[src/rtl/flex_counter_nd.sv]
// ============================================================================
// Module  : flex_counter_nd
// Brief   : N-stage cascaded counter / address generator with per-stage bounds,
//           step and mode (up-wrap, down-wrap, bounce, hold), optional one-shot.
// Revision: 1.0 - initial release
// ============================================================================
`default_nettype none

module flex_counter_nd #(
  parameter int NUM_STAGES = 2,
  parameter int SIZE       = 8
) (
  input  logic                       clk,
  input  logic                       n_rst,
  input  logic                       clear,
  input  logic                       count_enable,
  input  logic                       oneshot,
  input  logic [NUM_STAGES*SIZE-1:0] lo_val,
  input  logic [NUM_STAGES*SIZE-1:0] hi_val,
  input  logic [NUM_STAGES*SIZE-1:0] step_val,
  input  logic [NUM_STAGES*2-1:0]    mode,
  output logic [NUM_STAGES*SIZE-1:0] count_out,
  output logic [NUM_STAGES-1:0]      wrap_flag,
  output logic                       done
);

  localparam logic [1:0] c_MODE_UP     = 2'b00;
  localparam logic [1:0] c_MODE_DOWN   = 2'b01;
  localparam logic [1:0] c_MODE_BOUNCE = 2'b10;

  // The start value depends on live bounds, so instead of an async load of
  // data-dependent values, r_at_start selects the start values until the next edge.
  logic                       r_at_start;
  logic [NUM_STAGES*SIZE-1:0] r_count;
  logic [NUM_STAGES-1:0]      r_dir_down;
  logic [NUM_STAGES-1:0]      r_wrap;
  logic                       r_done;

  logic [NUM_STAGES*SIZE-1:0] w_cur;
  logic [NUM_STAGES*SIZE-1:0] w_count_d;
  logic [NUM_STAGES-1:0]      w_term;
  logic [NUM_STAGES-1:0]      w_adv;
  logic [NUM_STAGES-1:0]      w_dir_d;

  always_comb begin
    w_adv    = '0;
    w_adv[0] = count_enable & ~clear & ~r_done;
    for (int k = 1; k < NUM_STAGES; k++) begin
      w_adv[k] = w_adv[k-1] & w_term[k-1];
    end
  end

  generate
    for (genvar k = 0; k < NUM_STAGES; k++) begin : g_stage
      logic [1:0]      w_mode;
      logic [SIZE-1:0] w_start;
      logic [SIZE:0]   w_lo;
      logic [SIZE:0]   w_hi;
      logic [SIZE:0]   w_st;
      logic [SIZE:0]   w_c;
      logic [SIZE:0]   w_sum;
      logic [SIZE:0]   w_diff;
      logic [SIZE:0]   w_lo_st;
      logic [SIZE:0]   w_hi_st;
      logic [SIZE-1:0] w_nxt;
      logic            w_t;
      logic            w_dn;

      assign w_mode  = mode[2*k +: 2];
      assign w_lo    = {1'b0, lo_val[k*SIZE +: SIZE]};
      assign w_hi    = {1'b0, hi_val[k*SIZE +: SIZE]};
      assign w_st    = (step_val[k*SIZE +: SIZE] == '0) ? {{SIZE{1'b0}}, 1'b1}
                                                        : {1'b0, step_val[k*SIZE +: SIZE]};
      assign w_start = (w_mode == c_MODE_DOWN) ? hi_val[k*SIZE +: SIZE] : lo_val[k*SIZE +: SIZE];
      assign w_cur[k*SIZE +: SIZE] = r_at_start ? w_start : r_count[k*SIZE +: SIZE];
      assign w_c     = {1'b0, w_cur[k*SIZE +: SIZE]};
      assign w_sum   = w_c + w_st;
      assign w_diff  = w_c - w_st;
      assign w_lo_st = w_lo + w_st;
      assign w_hi_st = w_hi - w_st;

      always_comb begin
        w_nxt = w_c[SIZE-1:0];
        w_t   = 1'b0;
        w_dn  = r_dir_down[k];
        case (w_mode)
          c_MODE_UP: begin
            if (w_c >= w_hi || w_sum > w_hi) begin
              w_nxt = w_lo[SIZE-1:0];
              w_t   = 1'b1;
            end else begin
              w_nxt = w_sum[SIZE-1:0];
            end
          end
          c_MODE_DOWN: begin
            if (w_c <= w_lo || w_c < w_lo_st) begin
              w_nxt = w_hi[SIZE-1:0];
              w_t   = 1'b1;
            end else begin
              w_nxt = w_diff[SIZE-1:0];
            end
          end
          c_MODE_BOUNCE: begin
            if (!r_dir_down[k]) begin
              if (w_c >= w_hi) begin
                w_dn  = 1'b1;
                w_nxt = (w_hi < w_lo_st) ? w_lo[SIZE-1:0] : w_hi_st[SIZE-1:0];
              end else begin
                w_nxt = (w_sum > w_hi) ? w_hi[SIZE-1:0] : w_sum[SIZE-1:0];
              end
            end else begin
              // Only the turn at the low end is terminal: one event per full sweep.
              if (w_c <= w_lo) begin
                w_dn  = 1'b0;
                w_t   = 1'b1;
                w_nxt = (w_lo_st > w_hi) ? w_hi[SIZE-1:0] : w_lo_st[SIZE-1:0];
              end else begin
                w_nxt = (w_c < w_lo_st) ? w_lo[SIZE-1:0] : w_diff[SIZE-1:0];
              end
            end
          end
          default: begin
            w_t = 1'b1;
          end
        endcase
      end

      assign w_term[k]                 = w_t;
      assign w_dir_d[k]                = w_adv[k] ? w_dn : r_dir_down[k];
      assign w_count_d[k*SIZE +: SIZE] = w_adv[k] ? w_nxt : w_cur[k*SIZE +: SIZE];
    end
  endgenerate

  always_ff @(posedge clk or negedge n_rst) begin
    if (!n_rst) begin
      r_at_start <= 1'b1;
      r_count    <= '0;
      r_dir_down <= '0;
      r_wrap     <= '0;
      r_done     <= 1'b0;
    end else if (clear) begin
      r_at_start <= 1'b1;
      r_dir_down <= '0;
      r_wrap     <= '0;
      r_done     <= 1'b0;
    end else begin
      r_at_start <= 1'b0;
      r_count    <= w_count_d;
      r_dir_down <= w_dir_d;
      r_wrap     <= w_adv & w_term;
      r_done     <= r_done | (oneshot & w_adv[NUM_STAGES-1] & w_term[NUM_STAGES-1]);
    end
  end

  assign count_out = w_cur;
  assign wrap_flag = r_wrap;
  assign done      = r_done;

endmodule

`default_nettype wire

[config.mk]
export PLATFORM = sky130hd
export DESIGN_NAME = flex_counter_nd
export DESIGN_NICKNAME = d
export VERILOG_FILES = /design/src/rtl/flex_counter_nd.sv
export SDC_FILE = /design/constraint.sdc
export NUM_CORES = 1
export LEC_CHECK = 0
export BUFFER_PORTS_ARGS = -buffer_cell sky130_fd_sc_hd__buf_2
export CAP_MARGIN = 20
export CORE_MARGIN = 1.5
export CORE_UTILIZATION = 40
export CTS_CLUSTER_SIZE = 16
export DETAILED_ROUTE_END_ITERATION = 10
export GPL_TIMING_DRIVEN = 0
export HOLD_SLACK_MARGIN = 0.03
export PLACE_DENSITY = 0.68
export RECOVER_POWER = 50
export SYNTH_ARGS = -nofsm -noshare
export SYNTH_HDL_FRONTEND = slang
export SYNTH_SLANG_ARGS = --single-unit
[constraint.sdc]
create_clock -name clk -period 8.6 [get_ports clk]
set_clock_uncertainty 0.05 [all_clocks]
set_input_delay 2.58 -clock clk [delete_from_list [all_inputs] [get_ports clk]]
set_output_delay 2.58 -clock clk [all_outputs]
set_load 0.05 [all_outputs]
* Word level (Yosys, flattened, before mapping)
Index checks and enable logic that the tools add are counted.
Cells by class: $add $sub $neg 8, magnitude comparators 12, equality and inequality tests 4, mux-type cells 52, bitwise gates (word level) 9, reduce and logical (&&, ||, !) cells 14
Operators by type and width (number):
- $mux 8 | 26
- $pmux 8 s3 | 2
- $add 8x8->9 | 4
- $gt 9x8->1 | 4
- $lt 8x9->1 | 4
- $sub 8x8->8 | 4
- $mux 1 | 20
- $ge 8x8->1 | 2
- $le 8x8->1 | 2
- $logic_not 8->1 | 2
- $reduce_bool 2->1 | 4
- $pmux 1 s3 | 2
- $and 1x1->1 | 5
- $eq 2x1->1 const B | 2
- $eq 2x2->1 const B | 2
- $logic_not 2->1 | 2
- $logic_or 1x1->1 | 4
- $mux 2 | 2
- $reduce_and 2->1 | 2
- $and 2x2->2 | 1
- $not 1->1 | 2
- $or 1x1->1 | 1
Storage, ports and cells: register bits 22, input port bits 57, word-level logic and storage cells 105

* Logic depth before layout (Yosys ltp)
Gate-level depths: netlist (run 1).
depth after elaboration 13, depth in mapped cells 26, depth with buffers taken out 22

* Worst setup path before layout (run 1)
OpenSTA, ideal clock, no wires.
path type input to register, start input port mode[0], end register r_count[11], setup time 0.131 ns, data arrival time 8.025 ns, required time 8.419 ns, setup slack 0.394 ns, stages 24, cells stage by stage nor2b_1 clkbuf_1 clkbuf_1 a21oi_1 a21oi_1 ha_1 clkbuf_1 nand2b_1 a21oi_1 nor2_1 o21a_1 nor3_1 ha_1 a21o_1 a21o_1 a2111oi_0 o2111a_1 nor2b_1 buf_2 a211oi_2 a21boi_2 buf_2 o31ai_1 a31oi_1
Between the ends: cells in the longest elaborated chain, start to end 10, elaborated cells on any way between the ends 19, classes of those cells 1 x add/sub; 4 x order compare; 2 x eq/ne; 8 x mux; 1 x bitwise; 3 x reduce/logical
Ends and longest elaborated chain:
- start, declared | RTL line 21 | input logic [NUM_STAGES*2-1:0] mode,
- $eq 2x1->1 (*) | RTL line 74 | assign w_start = (w_mode == c_MODE_DOWN) ? hi_val[k*SIZE +: SIZE] : lo_val[k*SIZE +: SIZE];
- $mux 8 (*) | RTL line 74
- $mux 8 (*) | RTL line 75 | assign w_cur[k*SIZE +: SIZE] = r_at_start ? w_start : r_count[k*SIZE +: SIZE];
- named net count_out[2] | RTL line 22 | output logic [NUM_STAGES*SIZE-1:0] count_out,
- $add 8x8->9 | RTL line 77 | assign w_sum = w_c + w_st;
- $gt 9x8->1 | RTL line 88 | if (w_c >= w_hi || w_sum > w_hi) begin
- $logic_or 1x1->1 | RTL line 88
- $mux 1 | RTL line 88
- $pmux 1 s3 (*) | RTL line 86 | case (w_mode)
- $and 1x1->1 (*) | RTL line 49 | w_adv[k] = w_adv[k-1] & w_term[k-1];
- $mux 8 (*) | RTL line 130 | assign w_count_d[k*SIZE +: SIZE] = w_adv[k] ? w_nxt : w_cur[k*SIZE +: SIZE];
- end signal, assigned | RTL line 148 | r_count <= w_count_d;
- end, declared | RTL line 34 | logic [NUM_STAGES*SIZE-1:0] r_count;
Mark *: on every way through the listed nets, which the timed path passes. The rest lies on a longest branch. A chain may end at the register's enable or synchronous reset.

* Worst setup path in the final report (run 1)
start input port mode[0], end register r_count[13]
Between the ends: cells in the longest elaborated chain, start to end 10, elaborated cells on any way between the ends 19, classes of those cells 1 x add/sub; 4 x order compare; 2 x eq/ne; 8 x mux; 1 x bitwise; 3 x reduce/logical
Ends and longest elaborated chain (RTL line):
- $eq 2x1->1 | 74, 86
- $mux 8 | 74
- $mux 8 | 75
- $add 8x8->9 | 77
- $gt 9x8->1 | 88
- $logic_or 1x1->1 | 88
- $mux 1 | 88
- $pmux 1 s3 (*) | 86
- $and 1x1->1 (*) | 49
- $mux 8 (*) | 130
Every way passes the cells marked *; elsewhere a longest branch is shown, timed or not.

==> flow_metrics.env, run 1 <==
export IMPL_status="complete, no violations"
export IMPL_wl_mm=25.26
export IMPL_dr_pass1_iters=5
export IMPL_synthMuxAreaShare_pct=6.221
export IMPL_die_w_um=138.8
export IMPL_grt_max_degree=23
export IMPL_dieArea_sq_um=19280
export IMPL_drc_errors=0
export IMPL_critical_path_top_delay_family="compound AO/OA/AOI/OAI gates"
export IMPL_hp_class="flip-flop to flip-flop"
export IMPL_syn_instance_count=1021
export IMPL_final_common_cell="ha_1"
export IMPL_powerDensity_nw_per_um2=166.3
export IMPL_synth_edf_count=0
export IMPL_yosysWarnings=0
export IMPL_coreArea_sq_um=18020
export IMPL_worst_setup_path_end_kind="flip-flop"
export IMPL_cts_tree="done"
export IMPL_synth_nets=1224
export IMPL_insertion_delay_ns=0.26
export IMPL_htree_levels=1
export IMPL_synth_top_family_by_area="compound AO/OA/AOI/OAI gates"
export IMPL_cts_made_buffers=3
export IMPL_vias=7940
export IMPL_grt_pass1_wl_mm=39.95
export IMPL_holdWs_ns=0.4593
export IMPL_cts_root_buf="clkbuf_16"
export IMPL_synth_ff_type="dfrtp_1"
export IMPL_antenna_found_initial=0
export IMPL_slowest_stage="a31oi_2"
export IMPL_synth_xor_area_share_pct=4.865
export IMPL_ys_ff_latch=22
export IMPL_crit_type="input port to flip-flop"
export IMPL_nFillCells=1874
export IMPL_cp_arrival_ns=8.40
export IMPL_drv_slew=0
export IMPL_stdcell_area_sq_um=8218
export IMPL_start_util_pct=40.95
export IMPL_synthSimpleGateAreaFrac_pct=17.16
export IMPL_wl_per_cell_um=18.99
export IMPL_post_cts_repair_setup_buffers=0
export IMPL_diodes=0
export IMPL_dpl_cell_area_sq_um=8043
export IMPL_area_growth_pct=11.34
export IMPL_dp_hpwl_mm=21.27
export IMPL_ys_types=70
export IMPL_hold_viol_final=0
export IMPL_ctsHoldBuffers=0
export IMPL_io_pins=76
export IMPL_grt_usage_pct=25.57
export IMPL_tns_ns=0
export IMPL_clk_pin_slew_ns=0.07
export IMPL_synth_compound_area_share_pct=30.48
export IMPL_relSlewSlack_pct=21.20
export IMPL_max_freq_ghz=0.1208
export IMPL_row_count=49
export IMPL_critPathMaxStageDelay_ns=0.54
export IMPL_grt_pass1_vias=7379
export IMPL_syn_cell_area_sq_um=7381
export IMPL_cp_required_ns=8.72
export IMPL_drive_gt1_share_pct=10.17
export IMPL_cap_violations=0
export IMPL_crit_path_cell_trace="buf_2 -> nor2b_1 -> clkbuf_2 -> clkbuf_2 -> nand2_1 -> a31oi_2 -> ha_1 -> o21bai_1 -> and4b_1 -> nor3_1 -> ha_1 -> nand3_1 -> nor2_1 -> a22o_1 -> o2111a_2 -> nor2b_1 -> buf_2 -> a211oi_2 -> a21boi_2 -> buf_2 -> o31ai_1 -> a31oi_1"
export IMPL_io_buffers=75
export IMPL_ys_seq_area_share_pct=7.476
export IMPL_place_congestion=0.9725
export IMPL_startpoint_type="input port"
export IMPL_ir_drop_uv=83.75
export IMPL_min_period_ns=8.277
export IMPL_totalPowerFinal_uw=1367
export IMPL_pre_cts_slack_ns=-0.6464
export IMPL_tightest_slew_ns=1.182
export IMPL_syn_mean_instance_area_sq_um=7.229
export IMPL_total_leakage_power_uw=0.003920
export IMPL_die_h_um=138.8
export IMPL_setup_slack_ns=0.3228
export IMPL_cp_num_buf_inv=5
export IMPL_ant_nets=0
export IMPL_path_common_cell="buf_2"
export IMPL_cts_buffer_depth=2
export IMPL_final_cell_mix="ha_1, inv_1, a21oi_1"
export IMPL_vias_per_cell=5.970
export IMPL_initialDrtViolationCount=800
export IMPL_overflow=0
export IMPL_r2r_slack_ns=1.96
export IMPL_synthAdderAreaFrac_pct=25.56
export IMPL_final_nets=1305
export IMPL_cts_sinks=22
export IMPL_post_route_period_util_pct=96.25
export IMPL_synthArstFlopShare_pct=100.0
export IMPL_setup_viol=0
export IMPL_cp_max_fo=10
cells in the mapped netlist, drive strengths merged (17+ instances only):
library cell / count / share of area [%]
inv: 100 / 5.1
o211ai: 22 / 2.3
a211oi: 20 / 2.1
nor2: 85 / 4.3
a21oi: 97 / 6.6
nor2b: 17 / 1.4
o21ai: 54 / 3.7
a21o: 25 / 2.5
dfrtp: 21 / 7.1
mux2i: 38 / 5.2
xnor2: 28 / 3.3
nand3: 18 / 1.2
clkbuf: 45 / 2.3
nand2: 75 / 3.8
nand2b: 20 / 1.7
ha: 138 / 23
report_power, final:
part / internal, uW / leakage, uW / total (uW) / switching, uW
Combinational: 410 / 0.00361 / 1100 / 692
Clock: 92.6 / 0.0000511 / 133 / 40.7
Sequential: 122 / 0.000263 / 131 / 9.40
path summary, 6_finish.rpt:
kind	start	end	depth (start not counted)
max in group asynchronous	n_rst	r_count[9]	1
worst max register to register	r_at_start	r_count[13]	21
worst max-delay path	mode[0]	r_count[13]	22
worst min-delay path	r_count[4]	r_count[4]	2
min in group asynchronous	n_rst	r_dir_down[1]	1
worst min register to register	r_count[4]	r_count[4]	2
metal layers:
metal  vias to the layer above  track usage (%)  part of all wire [%]
met5                         -                0                     0
met4                         0            4.605                   1.6
met3                        29            2.072                   9.0
met2                       365            39.42                    42
met1                      3676            38.95                    47
li1                       3870                -                     -
final cells by class:
class                           count  area [sq um]  share of cell area (%)
Buffer                             57         235.2                   2.862
Timing Repair Buffer               76         372.9                   4.537
Multi-Input combinational cell    842          6291                   76.55
Sequential cell                    22         551.8                   6.714
Clock buffer                        3         75.07                  0.9135
Inverter                          100         375.4                   4.568
Clock inverter                      1         30.03                  0.3654
Tap cell                          229         286.5                   3.487
worst register-to-register path: cells and delay by family, from the launching register on:
kind / cells / cell delay [ns]
simple gates: 6 / 1.22
fa+ha+maj: 2 / 0.72
flops: 1 / 0.60
buf+inv: 4 / 1.62
compound gates: 9 / 2.35
stage by stage:
stage / utilization (%) / cells
finish: 45.59 / 1330
global placement: 44.62 / 1325
floorplan: - / 1021
global route: 45.59 / 1330
CTS: 45.31 / 1329
detailed placement: 44.62 / 1325
registers in the layout, summed over array words and instances (netlist names):
register / cells
r_at_start: 1
r_count: 16
wrap_flag: 2
done: 1
r_dir_down: 2
what timing repair did:
action,in CTS,in global routing
setup endpoints to repair,12,18
gates resized for setup,5,14
cloned,0,0
logic make-up (layout without fill, tap and decap cells):
| kind of cell | after synthesis | in the layout |
|---|---|---|
| and+or+nand+nor | 270 | 270 |
| muxes | 45 | 45 |
| xor gates and xnor gates | 41 | 41 |
| buffers and inverters | 157 | 237 |
| AOI/OAI and AO/OA | 340 | 340 |
| adders and majority gates | 146 | 146 |
| DFF | 22 | 22 |
Power figures use the tool's default switching activity.
==> run 2: changes to the inputs <==
--- a/config.mk
+++ b/config.mk
@@ -7,11 +7,10 @@
 export LEC_CHECK = 0
 export BUFFER_PORTS_ARGS = -buffer_cell sky130_fd_sc_hd__buf_2
 export CAP_MARGIN = 20
-export CORE_MARGIN = 1.5
 export CORE_UTILIZATION = 40
 export CTS_CLUSTER_SIZE = 16
 export DETAILED_ROUTE_END_ITERATION = 10
-export GPL_TIMING_DRIVEN = 0
+export GPL_TIMING_DRIVEN = 1
 export HOLD_SLACK_MARGIN = 0.03
 export PLACE_DENSITY = 0.68
 export RECOVER_POWER = 50
==> run 2 against run 1 <==
The run now ends with capacitance limit, slew limit left. Via count shrank 1.3%. Count of clock-buffer cells in the layout stayed put. Combinational power hardly changed.
==> flow_metrics.env, run 2 (synthesis results as in run 1) <==
export IMPL_diodes=0
export IMPL_ctsHoldBuffers=0
export IMPL_dieArea_sq_um=19000
export IMPL_start_util_pct=40.95
export IMPL_rsz0062_at_grt="false"
export IMPL_regMostFlops="r_count"
export IMPL_hp_class="flip-flop to flip-flop"
export IMPL_grt_usage_pct=26.89
export IMPL_htree_levels=1
export IMPL_cp_max_fo=16
export IMPL_drc_errors=0
export IMPL_final_nets=1273
export IMPL_total_leakage_power_uw=0.003925
export IMPL_overflow=0
export IMPL_drv_slew=36
export IMPL_cts_sinks=22
export IMPL_cts_tree="done"
export IMPL_vias=7837
export IMPL_insertion_delay_ns=0.26
export IMPL_post_cts_resized=0
export IMPL_critPathLaunch="mode[0]"
export IMPL_io_buffers=75
export IMPL_powerDensity_nw_per_um2=168.1
export IMPL_sequentialPowerShare_pct=9.9
export IMPL_cap_violations=1
export IMPL_row_count=49
export IMPL_wl_per_cell_um=19.59
export IMPL_cts_made_buffers=3
export IMPL_post_cts_repair_setup_buffers=0
export IMPL_grt_pass1_wl_mm=39.19
export IMPL_pre_cts_slack_ns=0.2594
export IMPL_dp_hpwl_mm=21.00
export IMPL_ant_nets=0
export IMPL_dr_pass1_iters=6
export IMPL_tightest_slew_ns=1.699
export IMPL_drive_gt1_share_pct=10.66
export IMPL_crit_type="input port to flip-flop"
export IMPL_initialDrtViolationCount=714
export IMPL_largest_register_ffs=16
export IMPL_hold_viol_final=0
export IMPL_max_freq_ghz=0.1216
export IMPL_ir_drop_uv=105.9
export IMPL_setup_viol=0
export IMPL_worst_setup_path_end_kind="flip-flop"
export IMPL_reg2reg_to="r_count[15]"
export IMPL_regToRegStartpoint="r_at_start"
export IMPL_p_switching_uw=729.9
export IMPL_combPwrFrac_pct=80.0
export IMPL_coreArea_sq_um=18020
export IMPL_clk_pin_slew_ns=0.07
export IMPL_grt_max_degree=36
export IMPL_violations="capacitance limit, slew limit"
export IMPL_post_route_period_util_pct=95.59
export IMPL_startpoint_type="input port"
export IMPL_cts_root_buf="clkbuf_16"
export IMPL_p_clk_share_pct=10.1
export IMPL_status="finished with violations"
export IMPL_relSlewSlack_pct=-13.24
export IMPL_swShare_pct=53.59
export IMPL_final_common_cell="ha_1"
export IMPL_antenna_found_initial=0
export IMPL_cp_required_ns=8.65
export IMPL_r2r_slack_ns=2.59
export IMPL_cts_buffer_depth=2
export IMPL_die_w_um=137.8
export IMPL_setup_slack_ns=0.3790
export IMPL_grt_pass1_vias=7123
export IMPL_place_congestion=0.9787
export IMPL_vias_per_cell=6.038
export IMPL_rr_worst_depth=22
export IMPL_p_int_uw=632.2
export IMPL_final_cell_mix="ha_1, inv_1, a21oi_1"
export IMPL_area_growth_pct=9.747
export IMPL_io_pins=76
export IMPL_crit_end="r_count[15]"
export IMPL_min_period_ns=8.221
export IMPL_wl_mm=25.42
export IMPL_die_h_um=137.8
export IMPL_tns_ns=0
export IMPL_cp_arrival_ns=8.28
==> run 2: worst min path at each step <==
stage	from	to	slack, ns	depth (start not counted)
floorplan	r_count[4]	r_count[4]	0.42	2
global route	r_count[4]	r_count[4]	0.53	2
CTS	r_count[4]	r_count[4]	0.49	2
finish	r_count[4]	r_count[4]	0.50	2
global placement	r_count[4]	r_count[4]	0.44	2
detailed placement	r_count[4]	r_count[4]	0.47	2
==> run 2: power by group through the flow <==
stage	combinational (uW)	clock [uW]	sequential (uW)
floorplan	775	0	135
global placement	1050	0	135
detailed placement	1060	0	136
CTS	1070	140	134
global route	1200	143	137
finish	1090	137	135
==> run 2: worst max-delay path, cell delays in order <==
cell and delay, ns:
buf_2 0.13, nor2b_1 0.50, mux2i_1 0.30, a21o_1 0.28, inv_1 0.10, ha_1 0.24, fa_1 0.41, nand2b_1 0.10
a21oi_1 0.12, nor2_1 0.26, nor4_1 0.08, nor3_1 0.39, ha_1 0.33, a21o_1 0.20, a21o_1 0.19, a2111oi_0 0.50
o2111a_1 0.30, nor2b_1 0.13, buf_4 0.21, a211oi_2 0.09, buf_4 0.17, a21boi_2 0.26, o31ai_1 0.31, a31oi_1 0.07
==> run 2: per-layer routing <==
metal | track usage, % | up-vias | routed length [um] | part of all wire [%]
met4 | 5.737 | 0 | 447 | 1.8
met3 | 3.348 | 35 | 2232 | 8.8
li1 | - | 3801 | - | -
met1 | 41.89 | 3629 | 12490 | 49
met5 | 0 | - | 0 | 0
met2 | 38.33 | 372 | 10260 | 40
==> run 2: final cells by class <==
class	count	area, sq um
Fill cell	1874	9925
Multi-Input combinational cell	842	6225
Timing Repair Buffer	101	556.8
Sequential cell	22	551.8
Inverter	100	375.4
Tap cell	229	286.5
Clock buffer	3	75.07
Clock inverter	1	30.03
==> run 2: metrics by stage <==
stage / total power [uW] / util (%) / hold WS (ns) / instance area [sq um] / instances
2_1_floorplan: 910.0 / - / 0.4244 / 7381 / 1021
3_3_place_gp: 1187 / 44.43 / 0.4445 / 8009 / 1294
3_5_place_dp: 1196 / 44.43 / 0.4714 / 8009 / 1294
6_report: 1362 / 44.94 / 0.4969 / 8100 / 1298
4_1_cts: 1341 / 45.02 / 0.4889 / 8114 / 1298
5_1_grt: 1476 / 44.94 / 0.5327 / 8100 / 1298
==> run 3: changes to the inputs <==
==> constraint.sdc (replaced) <==
create_clock -name clk -period 8.6 [get_ports clk]
set_clock_uncertainty 0.05 [all_clocks]
set_input_delay 2.58 -clock clk [delete_from_list [all_inputs] [get_ports clk]]
set_output_delay 2.58 -clock clk [all_outputs]
set_load 0.1 [all_outputs]
==> run 3 against run 2 <==
The flow still finishes with violations (capacitance limit, slew limit). First-iteration DRC count is 1.5% higher. Sequential share of layout area hardly changed. Count of clock-buffer cells in the layout up 1. Critical path depth down 4. Critical endpoint is now r_count[14]. Largest cell class unchanged.
==> flow_metrics.env, run 3 (synthesis results as in run 1) <==
export IMPL_regMostFlops="r_count"
export IMPL_p_int_uw=614.7
export IMPL_vias=7907
export IMPL_p_switching_uw=772.6
export IMPL_wl_per_cell_um=19.76
export IMPL_cp_required_ns=8.72
export IMPL_insertion_delay_ns=0.26
export IMPL_reg2reg_to="r_count[14]"
export IMPL_holdWs_ns=0.4929
export IMPL_fin_cells=1297
export IMPL_cts_made_buffers=3
export IMPL_io_buffers=75
export IMPL_final_nets=1272
export IMPL_ant_nets=0
export IMPL_cap_violations=1
export IMPL_ir_drop_uv=80.46
export IMPL_drc_errors=0
export IMPL_io_pins=76
export IMPL_final_cell_mix="ha_1, inv_1, a21oi_1"
export IMPL_drv_slew=36
export IMPL_post_route_period_util_pct=90.98
export IMPL_min_delay_start="r_count[7]"
export IMPL_antenna_found_initial=1
export IMPL_worst_setup_path_end_kind="flip-flop"
export IMPL_htree_levels=1
export IMPL_place_congestion=1.003
export IMPL_regArea_sq_um=551.8
export IMPL_cts_root_buf="clkbuf_16"
export IMPL_min_period_ns=7.825
export IMPL_cp_arrival_ns=7.94
export IMPL_tns_ns=0
export IMPL_cts_sinks=22
export IMPL_drive_gt1_share_pct=11.33
export IMPL_row_count=49
export IMPL_grt_max_degree=36
export IMPL_dp_hpwl_mm=21.34
export IMPL_diodes=0
export IMPL_r2r_slack_ns=2.64
export IMPL_grt_usage_pct=26.75
export IMPL_coreArea_sq_um=18020
export IMPL_die_h_um=137.8
export IMPL_die_w_um=137.8
export IMPL_post_cts_resized=0
export IMPL_dp_cells=1293
export IMPL_dr_pass1_iters=5
export IMPL_cts_tree="done"
export IMPL_clk_pin_slew_ns=0.06
export IMPL_vias_per_cell=6.096
export IMPL_initialDrtViolationCount=725
export IMPL_violations="capacitance limit, slew limit"
export IMPL_p_clk_share_pct=8.1
export IMPL_area_growth_pct=9.934
export IMPL_swShare_pct=55.69
export IMPL_largest_register_ffs=16
export IMPL_regToRegStartpoint="r_at_start"
export IMPL_nFillCells=1887
export IMPL_post_cts_repair_setup_buffers=0
export IMPL_worstHoldEndpoint="r_count[7]"
export IMPL_crit_type="input port to flip-flop"
export IMPL_sequentialPowerShare_pct=9.8
export IMPL_hp_class="flip-flop to flip-flop"
export IMPL_relSlewSlack_pct=-2.795
export IMPL_start_util_pct=40.95
export IMPL_max_freq_ghz=0.1278
export IMPL_multi_input_area_sq_um=6264
export IMPL_setup_viol=0
export IMPL_cp_max_fo=15
export IMPL_dieArea_sq_um=19000
export IMPL_ctsHoldBuffers=0
export IMPL_hold_viol_final=0
export IMPL_startpoint_type="input port"
export IMPL_totalPowerFinal_uw=1387
export IMPL_powerDensity_nw_per_um2=171.0
export IMPL_status="finished with violations"
export IMPL_grt_pass1_wl_mm=39.17
export IMPL_tightest_slew_ns=1.542
export IMPL_combPwrFrac_pct=82.1
export IMPL_min_delay_path_depth=2
export IMPL_total_leakage_power_uw=0.003913
export IMPL_cts_buffer_depth=2
export IMPL_overflow=0
export IMPL_wl_mm=25.63
export IMPL_rr_worst_depth=18
export IMPL_rsz0062_at_grt="false"
export IMPL_grt_pass1_vias=7314
export IMPL_final_common_cell="ha_1"
[run 3: worst max-delay path by stage]
stage	endpoint	from	cells past startpoint
finish	r_count[14]	mode[3]	20
global route	r_count[2]	mode[0]	23
CTS	r_count[14]	mode[3]	20
detailed placement	r_count[14]	mode[3]	20
global placement	r_count[14]	mode[3]	20
floorplan	r_count[15]	mode[2]	20
[run 3: worst max-delay path, stage by stage]
cell      delay [ns]
buf_2           0.28
nor2b_1         0.19
o211ai_1        0.25
nor2b_1         0.43
ha_1            0.29
fa_1            0.23
nand2b_1        0.09
a221oi_1        0.53
nor4b_1         0.11
a211oi_1        0.44
ha_1            0.34
a21o_1          0.18
a221o_1         0.33
a211o_1         0.29
buf_4           0.19
or2_1           0.40
a211oi_1        0.29
a21oi_1         0.06
o22a_1          0.20
a221oi_2        0.22
[run 3: per-layer routing]
metal	GRT usage [%]	vias up	part of all wire, %
li1	-	3797	-
met3	2.097	71	6.6
met4	11.84	0	4.7
met5	0	-	0
met2	46.58	346	47
met1	33.39	3693	42
[run 3: final cells by class]
class / count / area share (%)
multi-input combinational: 842 / 77.19
sequential: 22 / 6.800
timing repair buffer: 100 / 6.754
inverter: 100 / 4.626
tap: 229 / 3.531
clock buffer: 4 / 1.095
[run 3: power groups by stage]
stage | clock network, uW | registers [uW] | logic (uW)
2_1_floorplan | 0 | 141 | 822
3_3_place_gp | 0 | 137 | 1110
3_5_place_dp | 0 | 137 | 1120
4_1_cts | 115 | 136 | 1120
5_1_grt | 119 | 139 | 1240
6_report | 112 | 136 | 1140
[run 3: per-stage QoR]
stage	setup WS (ns)	util [%]	instance area (sq um)
2_1_floorplan	0.01751	-	7420
3_3_place_gp	0.7063	44.61	8040
3_5_place_dp	0.6417	44.61	8040
4_1_cts	0.8971	45.10	8129
5_1_grt	0.4700	45.02	8114
6_report	0.7754	45.02	8114
